==> config.mk <==
export PLATFORM = sky130hd
export DESIGN_NAME = spram_arbiter
export DESIGN_NICKNAME = d
export VERILOG_FILES = /design/src/rtl/spram_pkg.sv /design/src/rtl/rr_arb2.sv /design/src/rtl/spram_arbiter.sv
export SDC_FILE = /design/constraint.sdc
export NUM_CORES = 1
export LEC_CHECK = 0
export BUFFER_PORTS_ARGS = -buffer_cell sky130_fd_sc_hd__clkbuf_2
export CAP_MARGIN = 20
export CORE_ASPECT_RATIO = 1.75
export CORE_UTILIZATION = 40
export DETAILED_ROUTE_END_ITERATION = 6
export GPL_TIMING_DRIVEN = 0
export HOLD_SLACK_MARGIN = 0.15
export PLACE_DENSITY = 0.71
export SYNTH_ARGS = -nofsm -noshare
export SYNTH_HDL_FRONTEND = slang
export SYNTH_SLANG_ARGS = --single-unit
==> constraint.sdc <==
create_clock -name clk -period 2 [get_ports clk]
set_clock_uncertainty 0.05 [all_clocks]
set_input_delay 0.2 -clock clk [delete_from_list [all_inputs] [get_ports clk]]
set_output_delay 0.2 -clock clk [all_outputs]
set_load 0.005 [all_outputs]
==> src/rtl/spram_pkg.sv <==
// Shared definitions for the single-port RAM arbiter: default geometry,
// FSM state encoding and the last-winner encoding.
package spram_pkg;

  localparam int DW_DEF = 8;
  localparam int AW_DEF = 6;

  typedef enum logic [1:0] {
    IDLE  = 2'd0,
    OWN_A = 2'd1,
    OWN_B = 2'd2
  } state_t;

  // Last-winner pointer values; the reset value WIN_B hands the first tie to A.
  localparam logic WIN_A = 1'b0;
  localparam logic WIN_B = 1'b1;

endpackage

==> src/rtl/rr_arb2.sv <==
// Two-way round-robin grant: a lone request always wins, a tie goes to the
// requester that did not win most recently.
module rr_arb2
  import spram_pkg::*;
(
  input  logic [1:0] req,
  input  logic       last_win,
  output logic [1:0] gnt
);

  always_comb begin
    gnt = 2'b00;
    case (req)
      2'b01:   gnt = 2'b01;
      2'b10:   gnt = 2'b10;
      2'b11:   gnt = (last_win == WIN_B) ? 2'b01 : 2'b10;
      default: gnt = 2'b00;
    endcase
  end

endmodule

==> src/rtl/spram_arbiter.sv <==
// Arbitrates two requesters onto one single-port RAM with round-robin ties,
// lock-based read-modify-write ownership and one-cycle read return.
module spram_arbiter
  import spram_pkg::*;
#(
  parameter int DW = DW_DEF,
  parameter int AW = AW_DEF
) (
  input  logic          clk,
  input  logic          rst,
  input  logic          req_a,
  input  logic          req_b,
  input  logic          we_a,
  input  logic          we_b,
  input  logic          lock_a,
  input  logic          lock_b,
  input  logic [AW-1:0] addr_a,
  input  logic [AW-1:0] addr_b,
  input  logic [DW-1:0] wdata_a,
  input  logic [DW-1:0] wdata_b,
  output logic          gnt_a,
  output logic          gnt_b,
  output logic          rvalid_a,
  output logic          rvalid_b,
  output logic [DW-1:0] rdata_a,
  output logic [DW-1:0] rdata_b,
  output logic          ram_we,
  output logic [AW-1:0] ram_addr,
  output logic [DW-1:0] ram_data,
  input  logic [DW-1:0] ram_dout
);

  state_t        r_state;
  state_t        w_state_nxt;
  logic          r_last;
  logic [1:0]    w_rr_gnt;
  logic [1:0]    w_gnt;
  logic          r_vld_a_p1;
  logic          r_vld_b_p1;
  logic [DW-1:0] r_rdata_a;
  logic [DW-1:0] r_rdata_b;
  logic [AW-1:0] r_ram_addr;
  logic [DW-1:0] r_ram_data;

  rr_arb2 u_rr_arb2 (
    .req      ({req_b, req_a}),
    .last_win (r_last),
    .gnt      (w_rr_gnt)
  );

  always_comb begin
    w_gnt       = 2'b00;
    w_state_nxt = r_state;
    case (r_state)
      IDLE: begin
        w_gnt = w_rr_gnt;
        if (w_rr_gnt[0] && lock_a)      w_state_nxt = OWN_A;
        else if (w_rr_gnt[1] && lock_b) w_state_nxt = OWN_B;
      end
      // An owner that stops requesting, or finishes with lock low, releases.
      OWN_A: begin
        w_gnt = {1'b0, req_a};
        if (!req_a || !lock_a) w_state_nxt = IDLE;
      end
      OWN_B: begin
        w_gnt = {req_b, 1'b0};
        if (!req_b || !lock_b) w_state_nxt = IDLE;
      end
      default: w_state_nxt = IDLE;
    endcase
    if (rst) w_gnt = 2'b00;
  end

  assign gnt_a = w_gnt[0];
  assign gnt_b = w_gnt[1];

  always_comb begin
    ram_we   = 1'b0;
    ram_addr = r_ram_addr;
    ram_data = r_ram_data;
    if (w_gnt[0]) begin
      ram_we   = we_a;
      ram_addr = addr_a;
      ram_data = wdata_a;
    end else if (w_gnt[1]) begin
      ram_we   = we_b;
      ram_addr = addr_b;
      ram_data = wdata_b;
    end
  end

  always_ff @(posedge clk or posedge rst) begin
    if (rst) r_state <= IDLE;
    else     r_state <= w_state_nxt;
  end

  // Grant stage -> return stage: RAM output is valid the cycle after the grant.
  always_ff @(posedge clk or posedge rst) begin
    if (rst) begin
      r_last     <= WIN_B;
      r_vld_a_p1 <= 1'b0;
      r_vld_b_p1 <= 1'b0;
      r_rdata_a  <= '0;
      r_rdata_b  <= '0;
      r_ram_addr <= '0;
      r_ram_data <= '0;
    end else begin
      if (|w_gnt) r_last <= w_gnt[1] ? WIN_B : WIN_A;
      r_vld_a_p1 <= w_gnt[0] & ~we_a;
      r_vld_b_p1 <= w_gnt[1] & ~we_b;
      if (r_vld_a_p1) r_rdata_a <= ram_dout;
      if (r_vld_b_p1) r_rdata_b <= ram_dout;
      r_ram_addr <= ram_addr;
      r_ram_data <= ram_data;
    end
  end

  assign rvalid_a = r_vld_a_p1;
  assign rvalid_b = r_vld_b_p1;
  assign rdata_a  = r_vld_a_p1 ? ram_dout : r_rdata_a;
  assign rdata_b  = r_vld_b_p1 ? ram_dout : r_rdata_b;

endmodule

# Word level (Yosys, flattened, before mapping)
# Cells that the tools add are included.
# op_classes
n_addsub	0
multipliers	0
n_div	0
magnitude_cmp	0
eq_ne	8
shift	0
n_mux	18
bitwise_logic	4
reduce_logical	11
# op_table
cell	count
$mux 8	4
$pmux 2 s3	3
$mux 2	6
$mux 6	2
$eq 2x2->1 const B	3
$eq 2x1->1 const B	2
$logic_not 1->1	4
$ne 2x2->1 const B	2
$mux 1	3
$ne 3x3->1 const B	1
$reduce_and 3->1	1
$and 1x1->1	2
$logic_and 1x1->1	2
$logic_not 2->1	1
$logic_or 1x1->1	2
$not 1->1	2
$reduce_or 2->1	1
# word_totals
regBits	35
latch_bits	0
mem_bits_rw	0
mem_bits_ro	0
output_inout_bits	35
wordCells	49
memories	0

# Logic depth before layout (Yosys ltp)
# Gate-level depths: netlist (run 1).
# depth
word_depth	6
ltp_mapped	6
ltp_nobuf	4

# Hierarchy
# From an unflattened synthesis (run 1), not the netlist that was laid out.
# hier_totals
hier_cells	142
area_unflattened_um2	1619.1
# by_module_without_submodules
mod	n_inst	cells_each	area_per_inst_um2
spram_arbiter	1	139	1600.3
rr_arb2	1	3	18.8

# Least setup slack after synthesis (run 1)
# No wires, ideal clock.
# synth_path
kind	reg2out
from	register r_state[1]
to	output port ram_addr[0]
arrival_ns	1.518
path_slack_ns	0.232
path_stages_with_launch	7
path_cell_list	dfrtp_1 -> or3b_1 -> buf_2 -> or2_1 -> buf_6 -> buf_6 -> a31oi_1
# synth_via
elab_chain_len	5
# synth_rtl
item	line	source
start: declaration	spram_arbiter.sv:33	state_t r_state;
start signal: assignment	spram_arbiter.sv:94	else r_state <= w_state_nxt;
$eq 2x2->1, or another cell as far along	spram_arbiter.sv:54	case (r_state)
$pmux 2 s3 (*)	spram_arbiter.sv:54	
$mux 2 (*)	spram_arbiter.sv:71	if (rst) w_gnt = 2'b00;
$mux 6	spram_arbiter.sv:85	end else if (w_gnt[1]) begin
$mux 6 (*)	spram_arbiter.sv:81	if (w_gnt[0]) begin
end: declaration	spram_arbiter.sv:28	output logic [AW-1:0] ram_addr,
# Mark *: on every way between the ends. The rest lies on a longest branch, timed or not.

# Final worst setup path (run 1)
# layout_path
from	register r_state[1]
to	output port ram_addr[4]
# The elaborated chain is that of the path after synthesis.

==> reports/qor.yml, run 1 <==
status: "complete, but fails checks"
failed_checks: "setup timing"
p_seq_share_pct: 41.0
ys_seq_area_share_pct: 55.59
yosysUniqueCellTypes: 20
cts.sinks: 35
routed_wl_um: 4511
clkLatencyLatePin_ns: 0.28
comb_power_share_pct: 35.0
r2r-end: "r_state[1]"
syn2layout_area_growth_pct: 67.80
dpl.hpwl_um: 3027
synth_area_mm2: 0.001578
io_buffers: 78
r2r-start: "r_last"
syn_inst: 134
cts_tree: "built"
path_class: "register to output pin"
wire_per_inst_um: 15.61
reg2reg_depth: 4
async_reset_ff_share_pct: 100.0
antenna_cells: 0
p_sw_share_pct: 28.26
seqCellArea_um2: 877.1
tightest_slew_ns: 0.7469
p_leak_nw: 1.205
finalInstanceArea_mm2: 0.002648
h-tree-depth: 2
remaining_drc_errors: 0
place_ws_ns: -0.04215
utilization_pct: 71.53
grt_max_degree: 20
setup_viol: 16
num_rows: 29
synth_warnings: 0
grt_use_total_pct: 21.59
gp_congestion: 0.7274
max_slew_margin_pct: 50.15
fmax_mhz: 453.9
syn-num-nets: 178
p_int_mw: 1.617
synth_enable_flop_cells: 0
synth_most_common_cell: "dfrtp_1"
coreArea_mm2: 0.003701
fin_ws_ns: -0.2034
synth.top_cells.by_count: "dfrtp_1 (34), mux2_2 (16), or3b_1 (16)"
drt_iter0_drc: 27
grt_pass1_wl_um: 6927
clockBufferDepth: 2
clk_pin_slew_ns: 0.07
cp.arrival_ns: 1.95
nets: 286
p_clk_share_pct: 24.0
whs_path_depth: 2
grt_overflow: 0
die_w_um: 49.48
rsz0062_at_grt: "true"
hold_path.class: "primary input to register"
vias: 1489
crit_fanout: 8
initial_core_util_pct: 42.63
ys.flop_type: "dfrtp_1"
synth_top_area_cell: "dfrtp_1"
switchingPower_mw: 0.6369
fillers: 270
antenna_found_initial: 0
cts_root_buffer: "clkbuf_8"
dpl_cell_area_mm2: 0.002053
cap_violations: 0
ant_nets: 0
r2r_setup_slack_ns: 0.20
hold_start: "lock_a"
drtPass1Iterations: 4
start_kind: "register"
drive_above_1_share_pct: 64.20
viasPerCell: 5.152
die_h_um: 85.08
grt_pass1_vias: 1553
ys_ff_latch: 35
pin_count: 79
min_period_ns: 2.203
synth_area_leaders: "dfrtp_1 (54%), mux2_2 (11%), or3b_1 (8.9%)"
required_ns: 1.75
ir_drop_mv: 0.5874
syn_avg_cell_area_um2: 11.77
cp-end-kind: "output pin"
multi_input_area_um2: 858.3
numCtsBuffers: 5
dieArea_mm2: 0.004209
timing.final.max_slew_violations: 0
period_share_pct: 110.2
p_per_area_mw_per_mm2: 851.2
hold_end: "r_state[0]"
hold_viol_final: 0
yosysTopAreaCellShare_pct: 53.93
[layer usage]
layer  track usage (%)  wire [µm]  vias to the layer above
li1                  -          -                      705
met1             21.68       1640                      702
met2             41.84       2544                       72
met3             4.480        238                       10
met4             8.312         88                        0
met5                 0          0                        -
[critical path: stages (launching register included)]
cell and delay (ns):
dfrtp_1 0.40, or3b_4 0.40, or2_1 0.24, buf_6 0.15, buf_12 0.15, a31oi_4 0.19
clkbuf_2 0.14
[flip-flops by register name, indices dropped and copies added, names as in the netlist]
register    flops
r_ram_addr      6
rvalid_a        1
r_rdata_b       8
r_ram_data      8
r_rdata_a       8
r_last          1
rvalid_b        1
r_state         2
[logic make-up (layout without fill, tap and decap cells)]
group                  after synthesis  after routing  share of synthesized area (%)
DFF                                 35             35                          55.59
buffers and inverters               15            124                          4.678
muxes                               16             16                          11.42
and+or+nand+nor                     38             38                          17.29
AOI/OAI and AO/OA                   30             30                          11.02
[power by group through the flow]
stage          logic (mW)  registers (mW)  clock network, mW
3_5_place_dp        0.582           0.933                  0
3_3_place_gp        0.569           0.925                  0
4_1_cts             0.726           0.921              0.562
2_1_floorplan       0.313           0.918                  0
6_report            0.789           0.923              0.541
5_1_grt             0.847           0.939              0.590
[what timing repair did]
action                                 in CTS  in global routing
hold buffers                               12                  1
cloned                                      0                  1
resized for setup                          40                 30
setup endpoints to repair                  15                 15
setup buffers                               5                  4
pin swaps                                   4                  4
endpoints found under the hold margin      32                  2
[worst max-delay path by stage]
stage                             end  slack (ns)       start  depth (start not counted)
final                     ram_addr[4]       -0.20  r_state[1]                          6
after global routing      ram_addr[2]       -0.24  r_state[1]                          6
after CTS                 ram_addr[0]       -0.20  r_state[1]                          6
after detailed placement  ram_addr[4]       -0.04  r_state[0]                          5
after global placement    ram_addr[3]       -0.04  r_state[0]                          5
after floorplan           ram_addr[0]        0.23  r_state[1]                          6
[layout make-up]
class / count / area share, %
flip-flops and latches: 35 / 33.13
plain buffers: 12 / 4.017
clock buffers: 8 / 3.781
inverters: 2 / 0.2836
well taps: 46 / 2.174
multi-input cells: 84 / 32.42
repair buffers: 102 / 24.20
[layout by cell type (no fill, tap or decap), types with 3 or more instances in the layout]
cell / netlist / routed
clkbuf_2: 0 / 74
dfrtp_1: 34 / 34
mux2_2: 16 / 16
dlygate4sd3_1: 0 / 13
o21ai_0: 14 / 11
or3b_4: 0 / 10
clkbuf_8: 0 / 9
a31oi_4: 0 / 9
buf_4: 0 / 9
nor3_2: 0 / 8
nor3_1: 15 / 7
or3b_1: 16 / 6
buf_2: 2 / 6
clkbuf_1: 9 / 4
a31oi_2: 0 / 4
o21ai_1: 0 / 3
[per-stage QoR]
step                      setup TNS, ns  hold WS, ns  power, mW  cells
after floorplan                       0       0.2164      1.230    134
after global placement          -0.1368       0.3372      1.495    258
after detailed placement        -0.1468       0.3134      1.515    259
after CTS                        -2.398       0.1508      2.209    283
after global routing             -3.290       0.1792      2.376    289
final                            -2.518       0.1787      2.253    289
Power figures use the tool's default switching activity.
==> inputs of run 2 (changes only) <==
--- a/config.mk
+++ b/config.mk
@@ -16,3 +16,4 @@
 export SYNTH_ARGS = -nofsm -noshare
 export SYNTH_HDL_FRONTEND = slang
 export SYNTH_SLANG_ARGS = --single-unit
+export TNS_END_PERCENT = 1
==> run 2 against run 1 <==
Compared with the run above: the run still ends with setup timing left; global-route usage down 0.075 points; clock power about the same; cell area down 0.99%; combinational power down 3.4%; via count down 0.34%; routed wire length down 3.7%; sequential power about the same; die area unchanged; sequential share of layout area up 0.33 points; sequential cell count unchanged; critical path depth unchanged; largest cell class unchanged; largest power group unchanged.
==> reports/qor.yml, run 2 (synthesized netlist as in run 1, its figures left out) <==
cts_tree: "built"  # unchanged
seqCellArea_um2: 877.1  # unchanged
top_layer: "met4"  # unchanged
clkLatencyLatePin_ns: 0.28  # about the same
fmax_mhz: 454.1  # was 453.9 MHz
rsz0062_at_grt: "true"  # unchanged
path_cells: "or3b_4 > or2_1 > buf_6 > buf_12 > a31oi_4 > clkbuf_2"  # unchanged
r2r-end: "r_state[1]"  # unchanged
drtPass1Iterations: 4  # unchanged
cp-end-kind: "output pin"  # unchanged
timing.final.max_slew_violations: 0  # unchanged
pin_count: 79  # unchanged
cts_root_buffer: "clkbuf_8"  # unchanged
hold_path.class: "primary input to register"  # unchanged
reg2reg_depth: 4  # unchanged
antenna_found_initial: 0  # unchanged
clk_pin_slew_ns: 0.07  # about the same
failed_checks: "setup timing"  # unchanged
min_period_ns: 2.202  # was 2.203 ns
period_share_pct: 110.1  # was 110.2%
critPathBufInv: 3  # unchanged
r2r_setup_slack_ns: 0.20  # about the same
power.total_mw: 2.227  # was 2.253 mW
reg_top3: "r_ram_data (8), r_rdata_a (8), r_rdata_b (8)"  # unchanged
setup_viol: 16  # unchanged
hold_end: "r_state[0]"  # unchanged
status: "complete, but fails checks"  # unchanged
p_sw_share_pct: 28.14  # was 28.26%
nets: 284  # was 286
grt_use_total_pct: 21.51  # was 21.59%
remaining_drc_errors: 0  # unchanged
p_seq_share_pct: 41.4  # was 41.0%
wire_per_inst_um: 15.14  # was 15.61 µm
grt_max_degree: 20  # unchanged
fin_ws_ns: -0.2020  # was -0.2034 ns
utilization_pct: 70.82  # was 71.53%
ir_drop_mv: 0.5869  # was 0.5874 mV
hold_start: "lock_a"  # unchanged
cap_violations: 0  # unchanged
grt_pass1_vias: 1547  # was 1553
wl_met1_um: 1551  # was 1640 µm
cts.sinks: 35  # unchanged
die_h_um: 85.08  # unchanged
grt_pass1_wl_um: 6906  # was 6927 µm
wl_met2_um: 2478  # was 2544 µm
p_clk_share_pct: 24.4  # was 24.0%
h-tree-depth: 2  # unchanged
fillers: 276  # was 270
io_buffers: 78  # unchanged
p_int_mw: 1.600  # was 1.617 mW
critPathMaxStageDelay_ns: 0.40  # about the same
r2r-start: "r_last"  # unchanged
dieArea_mm2: 0.004209  # unchanged
cp.arrival_ns: 1.95  # about the same
initial_core_util_pct: 42.63  # unchanged
p_leak_nw: 1.195  # was 1.205 nW
crit_fanout: 8  # unchanged
grt_overflow: 0  # unchanged
die_w_um: 49.48  # unchanged
path_delay_family: "simple AND/OR/NAND/NOR gates"  # unchanged
dp.cells: 259  # unchanged
path_class: "register to output pin"  # unchanged
gp_congestion: 0.7274  # unchanged
required_ns: 1.75  # about the same
numCtsBuffers: 5  # unchanged
hold_viol_final: 0  # unchanged
multi_input_area_um2: 847.1  # was 858.3 µm²
dpl.hpwl_um: 3027  # unchanged
whs_path_depth: 2  # unchanged
start_kind: "register"  # unchanged
clockBufferDepth: 2  # unchanged
vias: 1484  # was 1489
drt_iter0_drc: 31  # was 27
num_rows: 29  # unchanged
switchingPower_mw: 0.6267  # was 0.6369 mW
fin_cells: 287  # was 289
comb_power_share_pct: 34.2  # was 35.0%
coreArea_mm2: 0.003701  # unchanged
most-common-layout-cells: "clkbuf_2 (78), dfrtp_1 (34), mux2_2 (16)"  # was clkbuf_2 (74), dfrtp_1 (34), mux2_2 (16)
viasPerCell: 5.171  # was 5.152
worst_path_max_delay_cell: "dfrtp_1"  # unchanged
tns_ns: -2.483  # was -2.518 ns
drive_above_1_share_pct: 63.49  # was 64.20%
hold_ws_ns: 0.1766  # was 0.1787 ns
routed_wl_um: 4346  # was 4511 µm
layout_commonest_cell: "clkbuf_2"  # unchanged
syn2layout_area_growth_pct: 66.14  # was 67.80%
ant_nets: 0  # unchanged
tightest_slew_ns: 0.7416  # was 0.7469 ns
max_slew_margin_pct: 50.50  # was 50.15%
wl_met3_um: 269  # was 238 µm
antenna_cells: 0  # unchanged
p_per_area_mw_per_mm2: 849.5  # was 851.2 mW/mm²
## run 2: final cells by class
class | count | share of cell area, %
well taps | 46 | 2.196
multi-input cells | 84 | 32.32
clock buffers | 8 | 3.819
repair buffers | 100 | 23.87
plain buffers | 12 | 4.057
inverters | 2 | 0.2864
flip-flops and latches | 35 | 33.46
## run 2: power groups by stage
| stage | clock (mW) | combinational (mW) | sequential [mW] |
|---|---|---|---|
| floorplan | 0 | 0.313 | 0.918 |
| global placement | 0 | 0.569 | 0.925 |
| detailed placement | 0 | 0.582 | 0.933 |
| CTS | 0.562 | 0.719 | 0.921 |
| global route | 0.590 | 0.822 | 0.939 |
| finish | 0.543 | 0.762 | 0.921 |
## run 2: worst max-delay path by stage
stage               start     endpoint  depth (start not counted)
2_1_floorplan  r_state[1]  ram_addr[0]                          6
3_3_place_gp   r_state[0]  ram_addr[3]                          5
3_5_place_dp   r_state[0]  ram_addr[4]                          5
4_1_cts        r_state[1]  ram_addr[0]                          6
5_1_grt        r_state[1]  ram_addr[2]                          6
6_report       r_state[1]  ram_addr[4]                          6
## run 2: metrics by stage
stage | worst slack [ns] | area, µm²
floorplan | 0.2325 | 1578
global placement | -0.04414 | 2026
detailed placement | -0.04215 | 2053
CTS | -0.2001 | 2497
global route | -0.2419 | 2621
finish | -0.2020 | 2621
## run 2: repair_timing
action	in CTS	in global routing
pin swaps	4	3
hold buffers	12	1
setup buffers	4	3
gates cloned	0	1
endpoints found under the setup margin	15	15
gates resized for setup	40	23
hold endpoints to repair	32	2
## run 2: per-layer routing
| metal | track usage, % | up-vias |
|---|---|---|
| met1 | 21.68 | 693 |
| met4 | 8.312 | 0 |
| li1 | - | 703 |
| met5 | 0 | - |
| met3 | 4.480 | 6 |
| met2 | 41.59 | 82 |
